## src/rtl/uart_rx_fifo_if.sv

```systemverilog
// uart_rx_fifo_if: read-side bus between the receive FIFO and the UART regs.
// master = register block (drives rd_en); slave = FIFO (head, valid, count).
interface uart_rx_fifo_if #(
    parameter int FIFO_DEPTH = 4
);
    logic                        rd_en;
    logic [7:0]                  rd_data;
    logic                        rd_valid;
    logic [$clog2(FIFO_DEPTH):0] fifo_count;

    modport master (
        output rd_en,
        input  rd_data,
        input  rd_valid,
        input  fifo_count
    );

    modport slave (
        input  rd_en,
        output rd_data,
        output rd_valid,
        output fifo_count
    );
endinterface

```

## src/rtl/uart_rx_fifo.sv

```systemverilog
// uart_rx_fifo: 8N1 serial receiver with show-ahead byte FIFO and sticky errors.
// Ports: clk, rst_n (sync, active-low), rx pin, divisor (clocks/bit), bus
// (slave: rd_en in; rd_data/rd_valid/fifo_count out), frame_err, overrun_err,
// err_clr. Define UART_RX_PARITY_EN for an even-parity bit and parity_err.
module uart_rx_fifo #(
    parameter int DIV_WIDTH  = 16,
    parameter int FIFO_DEPTH = 4
) (
    input  logic                 clk,
    input  logic                 rst_n,
    input  logic                 rx,
    input  logic [DIV_WIDTH-1:0] divisor,
    uart_rx_fifo_if.slave        bus,
    output logic                 frame_err,
    output logic                 overrun_err,
`ifdef UART_RX_PARITY_EN
    output logic                 parity_err,
`endif
    input  logic                 err_clr
);
    localparam int AW = $clog2(FIFO_DEPTH);
    localparam int CW = AW + 1;

    typedef enum logic [2:0] {
        S_IDLE,
        S_START,
        S_DATA,
`ifdef UART_RX_PARITY_EN
        S_PARITY,
`endif
        S_STOP
    } state_t;

    state_t               state, state_n;
    logic [1:0]           sync;
    logic                 rxs, rxs_d;
    logic [DIV_WIDTH-1:0] cnt, cnt_n;
    logic [DIV_WIDTH-1:0] div_q, div_n;
    logic [7:0]           shreg, sh_n;
    logic [2:0]           bit_idx, bit_n;
    logic                 tick;
    logic                 push, frame_set;
`ifdef UART_RX_PARITY_EN
    logic                 par_ok, par_ok_n, parity_set;
`endif

    logic [7:0]           mem [FIFO_DEPTH];
    logic [AW-1:0]        wr_ptr, rd_ptr;
    logic [CW-1:0]        count;
    logic                 full, pop, do_push, ovr_set;

    assign rxs  = sync[1];
    // Counter expiry: the sample point is the cycle the counter reads 1.
    assign tick = (cnt == DIV_WIDTH'(1));

    always_ff @(posedge clk) begin
        if (!rst_n) begin
            sync    <= 2'b11;
            rxs_d   <= 1'b1;
            state   <= S_IDLE;
            cnt     <= '0;
            div_q   <= '0;
            shreg   <= '0;
            bit_idx <= '0;
`ifdef UART_RX_PARITY_EN
            par_ok  <= 1'b1;
`endif
        end else begin
            sync    <= {sync[0], rx};
            rxs_d   <= rxs;
            state   <= state_n;
            cnt     <= cnt_n;
            div_q   <= div_n;
            shreg   <= sh_n;
            bit_idx <= bit_n;
`ifdef UART_RX_PARITY_EN
            par_ok  <= par_ok_n;
`endif
        end
    end

    always_comb begin
        state_n    = state;
        cnt_n      = cnt;
        div_n      = div_q;
        sh_n       = shreg;
        bit_n      = bit_idx;
        push       = 1'b0;
        frame_set  = 1'b0;
`ifdef UART_RX_PARITY_EN
        par_ok_n   = par_ok;
        parity_set = 1'b0;
`endif
        unique case (state)
            S_IDLE: begin
                // Divisor is captured here so mid-frame changes are ignored.
                if (rxs_d && !rxs) begin
                    div_n   = divisor;
                    cnt_n   = divisor >> 1;
                    state_n = S_START;
                end
            end
            S_START: begin
                if (!tick) begin
                    cnt_n = cnt - DIV_WIDTH'(1);
                end else if (rxs) begin
                    state_n = S_IDLE;
                end else begin
                    cnt_n   = div_q;
                    bit_n   = 3'd0;
                    state_n = S_DATA;
                end
            end
            S_DATA: begin
                if (!tick) begin
                    cnt_n = cnt - DIV_WIDTH'(1);
                end else begin
                    sh_n  = {rxs, shreg[7:1]};
                    cnt_n = div_q;
                    bit_n = bit_idx + 3'd1;
                    if (bit_idx == 3'd7) begin
`ifdef UART_RX_PARITY_EN
                        state_n = S_PARITY;
`else
                        state_n = S_STOP;
`endif
                    end
                end
            end
`ifdef UART_RX_PARITY_EN
            S_PARITY: begin
                if (!tick) begin
                    cnt_n = cnt - DIV_WIDTH'(1);
                end else begin
                    par_ok_n   = (rxs == ^shreg);
                    parity_set = (rxs != ^shreg);
                    cnt_n      = div_q;
                    state_n    = S_STOP;
                end
            end
`endif
            S_STOP: begin
                if (!tick) begin
                    cnt_n = cnt - DIV_WIDTH'(1);
                end else begin
                    // Back to IDLE mid stop bit so the next start edge is seen.
`ifdef UART_RX_PARITY_EN
                    push      = rxs && par_ok;
`else
                    push      = rxs;
`endif
                    frame_set = !rxs;
                    state_n   = S_IDLE;
                end
            end
            default: state_n = S_IDLE;
        endcase
    end

    assign full    = (count == CW'(FIFO_DEPTH));
    assign pop     = bus.rd_en && (count != '0);
    // A pop in the same cycle frees the slot for a push into a full FIFO.
    assign do_push = push && (!full || pop);
    assign ovr_set = push && full && !pop;

    always_ff @(posedge clk) begin
        if (do_push) begin
            mem[wr_ptr] <= shreg;
        end
    end

    always_ff @(posedge clk) begin
        if (!rst_n) begin
            wr_ptr <= '0;
            rd_ptr <= '0;
            count  <= '0;
        end else begin
            if (do_push) begin
                wr_ptr <= wr_ptr + AW'(1);
            end
            if (pop) begin
                rd_ptr <= rd_ptr + AW'(1);
            end
            unique case ({do_push, pop})
                2'b10:   count <= count + CW'(1);
                2'b01:   count <= count - CW'(1);
                default: count <= count;
            endcase
        end
    end

    assign bus.rd_valid   = (count != '0);
    assign bus.rd_data    = (count != '0) ? mem[rd_ptr] : 8'h00;
    assign bus.fifo_count = count;

    // Sticky flags: a new error event wins over a coincident clear.
    always_ff @(posedge clk) begin
        if (!rst_n) begin
            frame_err   <= 1'b0;
            overrun_err <= 1'b0;
`ifdef UART_RX_PARITY_EN
            parity_err  <= 1'b0;
`endif
        end else begin
            if (frame_set) begin
                frame_err <= 1'b1;
            end else if (err_clr) begin
                frame_err <= 1'b0;
            end
            if (ovr_set) begin
                overrun_err <= 1'b1;
            end else if (err_clr) begin
                overrun_err <= 1'b0;
            end
`ifdef UART_RX_PARITY_EN
            if (parity_set) begin
                parity_err <= 1'b1;
            end else if (err_clr) begin
                parity_err <= 1'b0;
            end
`endif
        end
    end
endmodule

```

## src/flat_wrapper.sv

```systemverilog
// flat-port wrapper written by rule: the top's interface ports become plain ports
module uart_rx_fifo_flat 
#(
    parameter int DIV_WIDTH  = 16,
    parameter int FIFO_DEPTH = 4
)
  (clk, rst_n, rx, divisor, frame_err, overrun_err, err_clr, bus_rd_en, bus_rd_data, bus_rd_valid, bus_fifo_count);
  uart_rx_fifo_if #(.FIFO_DEPTH(FIFO_DEPTH)) bus_i ();
  input  logic clk;
  input  logic rst_n;
  input  logic rx;
  input  logic [DIV_WIDTH-1:0] divisor;
  output logic frame_err;
  output logic overrun_err;
  input  logic err_clr;
  input wire logic [$bits(bus_i.rd_en)-1:0] bus_rd_en;
  output wire logic [$bits(bus_i.rd_data)-1:0] bus_rd_data;
  output wire logic [$bits(bus_i.rd_valid)-1:0] bus_rd_valid;
  output wire logic [$bits(bus_i.fifo_count)-1:0] bus_fifo_count;
  assign bus_i.rd_en = bus_rd_en;
  assign bus_rd_data = bus_i.rd_data;
  assign bus_rd_valid = bus_i.rd_valid;
  assign bus_fifo_count = bus_i.fifo_count;
  uart_rx_fifo #(.DIV_WIDTH(DIV_WIDTH), .FIFO_DEPTH(FIFO_DEPTH)) u_core (.clk(clk), .rst_n(rst_n), .rx(rx), .divisor(divisor), .bus(bus_i), .frame_err(frame_err), .overrun_err(overrun_err), .err_clr(err_clr));
endmodule
```

## config.mk

```make
export PLATFORM = sky130hd
export DESIGN_NAME = uart_rx_fifo_flat
export DESIGN_NICKNAME = d
export VERILOG_FILES = /design/src/rtl/uart_rx_fifo_if.sv /design/src/rtl/uart_rx_fifo.sv /design/src/flat_wrapper.sv
export SDC_FILE = /design/constraint.sdc
export NUM_CORES = 1
export LEC_CHECK = 0
export BUFFER_PORTS_ARGS = -buffer_cell sky130_fd_sc_hd__buf_4
export CORE_UTILIZATION = 40
export CTS_BUF_LIST = sky130_fd_sc_hd__clkbuf_16
export CTS_CLUSTER_SIZE = 16
export DETAILED_ROUTE_END_ITERATION = 10
export SLEW_MARGIN = 10
export SYNTH_ARGS = -nofsm -noshare
export SYNTH_HDL_FRONTEND = slang
export SYNTH_SLANG_ARGS = --single-unit
```

## constraint.sdc

```tcl
create_clock -name clk -period 4.15 [get_ports clk]
set_clock_uncertainty 0.05 [all_clocks]
set_input_delay 0.415 -clock clk [delete_from_list [all_inputs] [get_ports clk]]
set_output_delay 0.415 -clock clk [all_outputs]
set_load 0.01 [all_outputs]
```

# Word-level counts from Yosys, hierarchy flattened
# Memories as Yosys holds them, arrays and structs flattened. A register that Yosys moved wholly into a read port is not among the register bits.
# Cells that the tools add are included.
# W data, S select, Z words.
# op_classes
n_eq_ne	16
n_reduce_logical	21
muxes	30
n_addsub	6
# ops
operator	n
$mux W16	5
$pmux W16 S4	1
$mux W3	8
$eq A16 B1 Y1 const B	1
$sub A16 B1 Y16 const B	1
$pmux W3 S2	2
$pmux W3 S4	1
$ne A2 B1 Y1 const B	5
$mux W1	9
$mux W8	1
$reduce_and A4 Y1	2
$reduce_bool A2 Y1	4
$add A3 B1 Y3 const B	2
$eq A3 B2 Y1 const B	2
$eq A3 B3 Y1 const B	2
$mux W2	3
$logic_and A1 B1 Y1	5
$reduce_and A5 Y1	1
$add A2 B1 Y2 const B	2
$ne A2 B2 Y1 const B	2
$reduce_and A2 Y1	2
$reduce_bool A4 Y1	1
$eq A3 B1 Y1 const B	1
$logic_not A1 Y1	3
other kinds (7)	7
# totals
mem_count	1
ramBits	32
out_inout_bits	14
inputBits	21
regBits	58
# mem_list
name	words	word_bits	read_ports	rd_clocked_by_memory_dff	wr	line_no	source
u_core.mem	4	8	1	1	1	uart_rx_fifo.sv:47	logic [7:0] mem [FIFO_DEPTH];

# Depth between registers and ports, before layout
# Gate-level depths: netlist of the first run.
# depth
ltp_word	6
mapped_depth	10
ltp_nobuf	9

# Worst setup path before layout of the first run
# No wires, ideal clock.
# synth_path
path_type	flip-flop to flip-flop
startpoint	reg u_core.cnt[2]
endpoint	reg u_core.cnt[9]
n_path_buf	1
path_stages_with_launch	8
setup_ns	0.127
t_required_ns	3.973
t_arrival_ns	2.241
period_less_slack_ns	2.418
setup_slack_ns	1.732
cell_sequence	dfxtp_1 > clkbuf_1 > or4_1 > or4_2 > xnor2_1 > mux2_2 > a221oi_1 > o21ai_0
# synth_between
elab_chain_cells	3
# synth_lines
item	line_no	source
start, declared	uart_rx_fifo.sv:37	logic [DIV_WIDTH-1:0] cnt, cnt_n;
start signal, assigned	uart_rx_fifo.sv:72	cnt <= cnt_n;
$sub A16 B1 Y16 or $eq A16 B1 Y1 (tied branches)	-	
$mux W16 (tied with other cells)	uart_rx_fifo.sv:143	if (!tick) begin
$pmux W16 S4 or $reduce_and A4 Y1 (tied branches)	-	
# Parallel ways exist; a longest one is shown, timed or not. The select of a mux whose other input is x is not followed.
# A chain may end at the register's enable or synchronous reset.

# Worst setup path after layout of the first run
# layout_path
startpoint	reg u_core.cnt[12]
endpoint	reg u_core.cnt[8]
# layout_between
elab_chain_cells	3
# layout_lines
item	line_no	source
$eq A16 B1 Y1 (*)	uart_rx_fifo.sv:54	assign tick = (cnt == DIV_WIDTH'(1));
$ne A3 B3 Y1 (no line) (tied with other cells)	-	
$reduce_and A4 Y1 (no line) or $pmux W16 S4 (tied branches)	-	
# Every way passes the cells marked *; elsewhere a longest branch is shown, timed or not.

==> run summary, run 1 <==
status - finished, final reports clean
Sum Neg Setup Slack - 0 ns
number of global-route vias before repair - 3183
CORE AREA - 10790 um2
CP max FO - 19
Initial Utilization - 0.4105
fin crit share - 0.6569
Main synth FF type - dfxtp_1
Post-DP Area - 4793 um2
antenna viol nets, final - 0
worst slew pin tran - 1.061 ns
Synth Instances - 443
Fmax - 366.8 MHz
initial antenna violation count - 0
MaxCap Viol Count - 0
max_slew headroom - 0.2871
Worst setup SP type - flop
# setup viols final - 0
Antenna diodes - 0
worst endpoint required time - 4.29 ns
Post-Syn Area - 4430 um2
GRT Util Overall - 0.1845
first-pass GRT wire length - 16330 um
Unique masters post-synth - 54
synthesized net count - 478
Routed Wire Length - 9885 um
clk buf depth - 2
largest net degree at the start of global routing - 71
worst skew pair latency - 0.34 ns
post-synthesis register bit count - 91
total grt overflow - 0
PortBufs - 34
vias - 3367
Yosys Warn Count - 0
final instance area - 5109 um2
I/O Pins - 35
DIE AREA - 11500 um2
Leak Pwr - 1.848 nW
Post-CTS Resized - 0
DRC - 0
VDD IR max - 217.3 uV
clock transition at the registers of the reported paths - 0.07 ns
Pre-antenna DRT Iters - 5
post-layout min period - 2.726 ns
FP Rows - 38
initial drt markers - 140
final std cells w/o fill - 612
NumNets Final - 502
layout cell share with drive strength beyond 1 - 0.1653
# Post-CTS Setup Buffers - 0
drt via density - 5.502
Hold Buf Count CTS - 0
GP Congestion - 0.8947
Worst Hold Slack - 0.2021 ns
CP arrival - 2.86 ns
CTS tree - yes
clock root buffer - clkbuf_16
Die Width - 107.2 um
Seq/Total Area, Yosys - 0.4835
Slew Limit Fails - 0
Post-Syn Area per Cell - 10.00 um2
worst min-delay path class - in -> reg
crit end category - flop
htree depth - 3
async set-reset flop share out of synthesis - 0
detailed placer's ending HPWL - 6555 um
Post-synth EDFFs - 32
Cell Pwr Density - 536.4 nW/um2
Die Y - 107.2 um
routed len/inst - 16.15 um
final hold vios - 0
CTS Buf Count - 9
RSZ-0062 raised after global routing - no
Worst Path Class, Setup - reg -> reg
Area Growth Syn to Fin - 15.31%
Sink Count - 91
Inst Count DP - 596
## synth_stat cells (2+ instances only)
library cell | n | area share
buf_2 | 3 | 0.0034
nand2b_1 | 5 | 0.0071
a31oi_1 | 5 | 0.0071
inv_1 | 15 | 0.013
nand4_1 | 6 | 0.0085
mux2_2 | 5 | 0.013
xor2_1 | 5 | 0.0099
o31ai_1 | 8 | 0.014
edfxtp_1 | 32 | 0.22
clkbuf_1 | 22 | 0.019
o21ai_0 | 21 | 0.024
mux2i_1 | 4 | 0.0090
nor2b_1 | 11 | 0.016
nor4b_1 | 2 | 0.0040
nand2_1 | 68 | 0.058
o211ai_1 | 9 | 0.015
nor4_1 | 4 | 0.0056
dfxtp_1 | 59 | 0.27
ha_1 | 13 | 0.037
a21boi_0 | 28 | 0.047
a221oi_1 | 9 | 0.018
o221a_2 | 2 | 0.0051
nand3_1 | 20 | 0.023
and2_1 | 11 | 0.016
mux4_2 | 8 | 0.041
a21oi_1 | 7 | 0.0079
xnor2_1 | 9 | 0.018
nor2_1 | 17 | 0.014
nor3_1 | 6 | 0.0068
or3_2 | 2 | 0.0034
or4_4 | 2 | 0.0051
or3_1 | 3 | 0.0042
## final cells by class
class | count | area (um2)
inverters | 15 | 56.30
clock buffers | 9 | 225.2
fillers | 1004 | 5684
clock inverters | 7 | 90.09
flip-flops and latches | 91 | 2142
multi-input cells | 312 | 2135
well taps | 140 | 175.2
repair buffers | 38 | 285.3
## through the flow
step | worst slack, ns | util | total power [mW]
after floorplan | 1.732 | - | 1.671
after global placement | 1.545 | 0.4441 | 1.883
after detailed placement | 1.497 | 0.4441 | 1.897
after CTS | 1.477 | 0.4733 | 2.750
after global routing | 1.226 | 0.4733 | 2.887
final | 1.424 | 0.4733 | 2.740
## sequential cells by signal (all words and copies together), names as in the netlist, named ones only
name,count
u_core.frame_err,1
u_core.rd_ptr,2
u_core.shreg,8
u_core.overrun_err,1
u_core.bus.fifo_count,3
u_core.rxs_d,1
u_core.state,2
u_core.wr_ptr,2
u_core.sync,2
u_core.div_q,16
u_core.mem,32
u_core.bit_idx,3
u_core.cnt,16
## worst max-delay path: stages, from the launching register on
cell      delay (ns)
dfxtp_1         0.37
nor4_1          0.63
nand4_1         0.34
buf_4           0.32
o221a_2         0.40
nand2_1         0.29
o311ai_0        0.16
## per-layer routing
layer,vias up,GRT usage,share of wire
li1,1661,-,-
met1,1587,0.2642,0.48
met2,105,0.2747,0.44
met3,14,0.03283,0.057
met4,0,0.07339,0.019
met5,-,0,0
## worst paths after layout
check	start	to	slack, ns	cells after the start
worst min-delay path	rx	u_core.sync[0]	0.20	2
worst max register to register	u_core.cnt[12]	u_core.cnt[8]	1.42	6
worst min register to register	u_core.sync[0]	u_core.sync[1]	0.36	1
worst max-delay path	u_core.cnt[12]	u_core.cnt[8]	1.42	6
## kinds of logic after synthesis
| kind of cell | share of synthesized area |
|---|---|
| multiplexers | 0.06241 |
| adder cells (fa/ha/maj) | 0.04123 |
| buffers and inverters | 0.03473 |
| AND/OR/NAND/NOR | 0.1875 |
| AO/OA/AOI/OAI | 0.1630 |
| flip-flops | 0.4835 |
| XOR/XNOR | 0.02768 |
## placed cells by master (no fill, tap or decap), types with 3 or more instances in the layout
cell,synthesis,layout
inv_1,15,15
o211ai_1,9,9
ha_1,13,13
nand4_1,6,6
xor2_1,5,5
xnor2_1,9,9
inv_6,0,4
a31oi_1,5,5
or3_1,3,3
nor2_1,17,17
o21ai_0,21,21
nor3_1,6,6
clkbuf_16,0,9
nor4_1,4,4
a221oi_1,9,9
edfxtp_1,32,32
mux2_2,5,5
and2_1,11,11
a21boi_0,28,28
mux4_2,8,8
o31ai_1,8,8
nand3_1,20,20
a21oi_1,7,7
nand2_1,68,68
nor2b_1,11,11
dfxtp_1,59,59
buf_4,0,38
mux2i_1,4,4
nand2b_1,5,5
## where the power goes
part	switching (mW)	internal [mW]	leakage (nW)	total (mW)
Sequential	0.0786	0.967	0.775	1.05
Combinational	0.462	0.381	0.918	0.843
Clock	0.370	0.482	0.154	0.852
Total	0.911	1.83	1.85	2.74
Note: power is estimated with default switching activity, not from simulation.
==> run 2, diff against run 1 <==
- clock period: 4.15 -> 2.5 ns (I/O delays scaled with it)
==> run 2 against run 1 <==
Sequential cell count did not move. Non-clock buffer count is 29 higher. Die area unchanged. Combinational power grew 90%. Largest power group unchanged. First-iteration DRC count is 47% higher.
==> run summary, run 2 (synthesis gave the netlist of run 1 again) <==
status - finished, final reports clean
Fmax - 417.4 MHz
first-pass GRT wire length - 16910 um
final hold vios - 0
initial drt markers - 206
CTS tree - yes
Initial Utilization - 0.4105
initial antenna violation count - 0
Pre-antenna DRT Iters - 5
worst skew pair latency - 0.35 ns
Area Growth Syn to Fin - 21.91%
worst slew pin tran - 0.7370 ns
detailed placer's ending HPWL - 7210 um
max reg flops - 32
FP Rows - 38
CP arrival - 2.57 ns
vias - 3500
routed len/inst - 16.04 um
Cell Pwr Density - 880.0 nW/um2
final std cells w/o fill - 641
Sum Neg Setup Slack - 0 ns
Worst R2R Path Depth - 6
commonest non-fill, non-tap cell in the layout - nand2_1
VDD IR max - 418.6 uV
Sink Count - 91
NumNets Final - 531
Largest regs - u_core.mem (32), u_core.cnt (16), u_core.div_q (16)
worst min-delay path class - in -> reg
Routed Wire Length - 10280 um
GRT Util Overall - 0.1929
layout cell share with drive strength beyond 1 - 0.2196
CORE AREA - 10790 um2
Inst Count DP - 625
Leak Pwr - 2.015 nW
clock transition at the registers of the reported paths - 0.07 ns
post-layout min period - 2.396 ns
setup slack, reg-to-reg - 0.10 ns
largest register by flop count - u_core.mem
antenna viol nets, final - 0
I/O Pins - 35
CP max FO - 5
most frequent cells in the layout - 68 x nand2_1, 63 x buf_4, 59 x dfxtp_1, 32 x edfxtp_1, 28 x a21boi_0
clk buf depth - 2
Hold Buf Count CTS - 0
clock root buffer - clkbuf_16
RSZ-0062 raised after global routing - no
htree depth - 3
Die Width - 107.2 um
Slew Limit Fails - 0
# setup viols final - 0
Die Y - 107.2 um
total grt overflow - 0
FF-to-FF Start - u_core.cnt[1]
max_slew headroom - 0.5018
CTS Buf Count - 9
number of global-route vias before repair - 3360
Worst Setup EP - u_core.cnt[9]
drt via density - 5.460
DRC - 0
MaxCap Viol Count - 0
fin crit share - 0.9584
DIE AREA - 11500 um2
Antenna diodes - 0
Worst setup SP type - flop
hold path depth - 2
largest net degree at the start of global routing - 41
Worst Path Class, Setup - reg -> reg
GP Congestion - 0.8706
worst r2r dst - u_core.cnt[9]
crit end category - flop
# Post-CTS Setup Buffers - 0
PortBufs - 34
Post-CTS Resized - 0
worst endpoint required time - 2.67 ns
Critical Path Start - u_core.cnt[1]
run 2: routing by layer:
layer | GRT usage | wire [um]
met5 | 0 | 0
met4 | 0.09198 | 220
met3 | 0.02553 | 620
met2 | 0.3046 | 4788
met1 | 0.2611 | 4653
run 2: critical path: stages (launching register included):
cell	delay (ns)
dfxtp_1	0.35
or4_4	0.54
or4_2	0.56
xnor2_1	0.16
mux2_2	0.27
a221oi_1	0.22
o21ai_0	0.12
run 2: where the power goes:
part	switching [mW]	total (mW)	internal, mW
clock network	0.631	1.44	0.807
logic	0.827	1.60	0.778
registers	0.105	1.71	1.60
run 2: per-stage QoR:
stage	utilization	area [um2]	hold slack (ns)	setup WS (ns)	power, mW
after floorplan	-	4431	0.3015	0.08188	2.773
after global placement	0.4689	5061	0.3435	0.1177	3.289
after detailed placement	0.4689	5061	0.3489	0.08117	3.315
after CTS	0.4981	5376	0.01874	0.07457	4.755
after global routing	0.5005	5401	0.02630	0.004332	5.015
final	0.5005	5401	0.03028	0.1039	4.753
run 2: worst min-delay path by stage:
stage / start / to / slack, ns
2_1_floorplan: rx / u_core.sync[0] / 0.30
3_3_place_gp: u_core.sync[0] / u_core.sync[1] / 0.34
3_5_place_dp: u_core.sync[0] / u_core.sync[1] / 0.35
4_1_cts: rx / u_core.sync[0] / 0.02
5_1_grt: rx / u_core.sync[0] / 0.03
6_report: rx / u_core.sync[0] / 0.03
run 2: layout make-up:
| cell class | instances | area (um2) |
|---|---|---|
| clock buffers | 9 | 225.2 |
| clock inverters | 7 | 90.09 |
| fillers | 1003 | 5391 |
| inverters | 15 | 56.30 |
| multi-input cells | 312 | 2160 |
| flip-flops and latches | 91 | 2142 |
| well taps | 140 | 175.2 |
| repair buffers | 67 | 553.0 |
==> run 3, diff against run 2 <==
- CTS_BUF_LIST: sky130_fd_sc_hd__clkbuf_16 -> sky130_fd_sc_hd__clkbuf_4 sky130_fd_sc_hd__clkbuf_8 sky130_fd_sc_hd__clkbuf_16
- clock period: 2.5 -> 2.7 ns (I/O delays scaled with it)
==> run 3 against run 2 <==
Sequential share of layout area up 2.1 points. Routed wire length shrank 4.1%. Power shrank 18%. Non-clock buffer count down 13. Worst hold slack better by 0.0052 ns. Die area unchanged. Clock-buffer cell count rose by 1. Setup slack better by 0.076 ns. Via count shrank 1.7%. Critical endpoint unchanged. Largest power group unchanged.
==> run summary, run 3 (synthesis gave the netlist of run 1 again) <==
Die Width - 107.2 um
Area Growth Syn to Fin - 15.70%
I/O Pins - 35
crit end category - flop
CP max FO - 7
MaxCap Viol Count - 0
Largest regs - u_core.mem (32), u_core.cnt (16), u_core.div_q (16)
clock root buffer - clkbuf_8
max_slew headroom - 0.5671
vias - 3441
Worst Path Class, Setup - reg -> reg
layout cell share with drive strength beyond 1 - 0.1967
htree depth - 3
RSZ-0062 raised after global routing - yes
DRC - 0
first-pass GRT wire length - 16130 um
clk buf depth - 2
GP Congestion - 0.8631
routed len/inst - 15.71 um
final hold vios - 0
initial antenna violation count - 0
total grt overflow - 0
Sum Neg Setup Slack - 0 ns
drt via density - 5.479
Fmax - 396.9 MHz
# Post-CTS Setup Buffers - 0
Initial Utilization - 0.4105
final std cells w/o fill - 628
fin crit share - 0.9332
Final Core Density - 0.4750
Slew Limit Fails - 0
FF-to-FF Start - u_core.cnt[0]
CP arrival - 2.72 ns
antenna viol nets, final - 0
CTS Buf Count - 9
PortBufs - 34
FP Rows - 38
Worst setup SP type - flop
Pre-antenna DRT Iters - 5
worst r2r dst - u_core.cnt[9]
largest net degree at the start of global routing - 39
Sink Count - 91
number of global-route vias before repair - 3245
CORE AREA - 10790 um2
commonest non-fill, non-tap cell in the layout - nand2_1
clock transition at the registers of the reported paths - 0.09 ns
detailed placer's ending HPWL - 6801 um
max reg flops - 32
initial drt markers - 175
NumNets Final - 518
Leak Pwr - 1.872 nW
Antenna diodes - 0
Worst R2R Path Depth - 6
worst min-delay path class - in -> reg
largest register by flop count - u_core.mem
worst slew pin tran - 0.6403 ns
hold path endpoint - u_core.sync[0]
worst endpoint required time - 2.90 ns
Cell Pwr Density - 764.3 nW/um2
worst skew pair latency - 0.37 ns
status - finished, final reports clean
VDD IR max - 307.4 uV
post-layout min period - 2.520 ns
Hold Crit Start - rx
Inst Count DP - 612
Die Y - 107.2 um
# setup viols final - 0
hold path depth - 2
setup slack, reg-to-reg - 0.18 ns
most frequent cells in the layout - 67 x nand2_1, 59 x dfxtp_1, 54 x buf_4, 32 x edfxtp_1, 28 x a21boi_0
Routed Wire Length - 9864 um
CTS tree - yes
GRT Util Overall - 0.1839
DIE AREA - 11500 um2
==> run 3: final cells by class <==
cell class | count | area [um2]
multi-input cells | 312 | 2142
clock buffers | 10 | 131.4
fillers | 1019 | 5667
clock inverters | 6 | 73.82
repair buffers | 54 | 405.4
flip-flops and latches | 91 | 2142
inverters | 15 | 56.30
well taps | 140 | 175.2
==> run 3: stage by stage <==
step / power (mW) / setup slack, ns / cell area (um2) / hold WS (ns)
6_report: 3.918 / 0.1804 / 5126 / 0.03546
3_3_place_gp: 2.960 / 0.2298 / 4913 / 0.3460
2_1_floorplan: 2.568 / 0.2819 / 4431 / 0.3215
3_5_place_dp: 2.985 / 0.1435 / 4913 / 0.3681
4_1_cts: 3.939 / 0.1294 / 5119 / 0.01782
5_1_grt: 4.158 / -0.006406 / 5126 / 0.02282
==> run 3: power breakdown <==
group / switching (mW) / internal, mW
logic: 0.717 / 0.639
clock network: 0.506 / 0.449
registers: 0.121 / 1.49
==> run 3: per-layer routing <==
layer,part of all wire,GRT usage,vias up
li1,-,-,1692
met5,0,0,-
met2,0.46,0.2853,105
met4,0.018,0.07241,0
met3,0.057,0.04559,19
met1,0.46,0.2459,1625
==> run 3: repair_timing <==
item,4_1_cts,5_1_grt
endpoints found under the setup margin,0,3
hold buffers,0,0
resized for setup,0,2
==> run 3: worst max-delay path by stage <==
stage	from	endpoint	slack [ns]	cells past startpoint
after floorplan	u_core.cnt[2]	u_core.cnt[9]	0.28	7
after global placement	u_core.cnt[0]	u_core.cnt[9]	0.23	6
after detailed placement	u_core.cnt[0]	u_core.bus.fifo_count[2]	0.14	8
after CTS	u_core.cnt[0]	u_core.bus.fifo_count[2]	0.13	8
after global routing	u_core.cnt[0]	u_core.bus.fifo_count[2]	-0.006	8
final	u_core.cnt[0]	u_core.cnt[9]	0.18	6
==> run 3: worst max-delay path, stage by stage, from the launching register on <==
cell and delay (ns):
dfxtp_1 0.38, or4_1 0.63, or4_2 0.58, xnor2_1 0.17, mux2_2 0.27, a221oi_1 0.22
o21ai_0 0.11
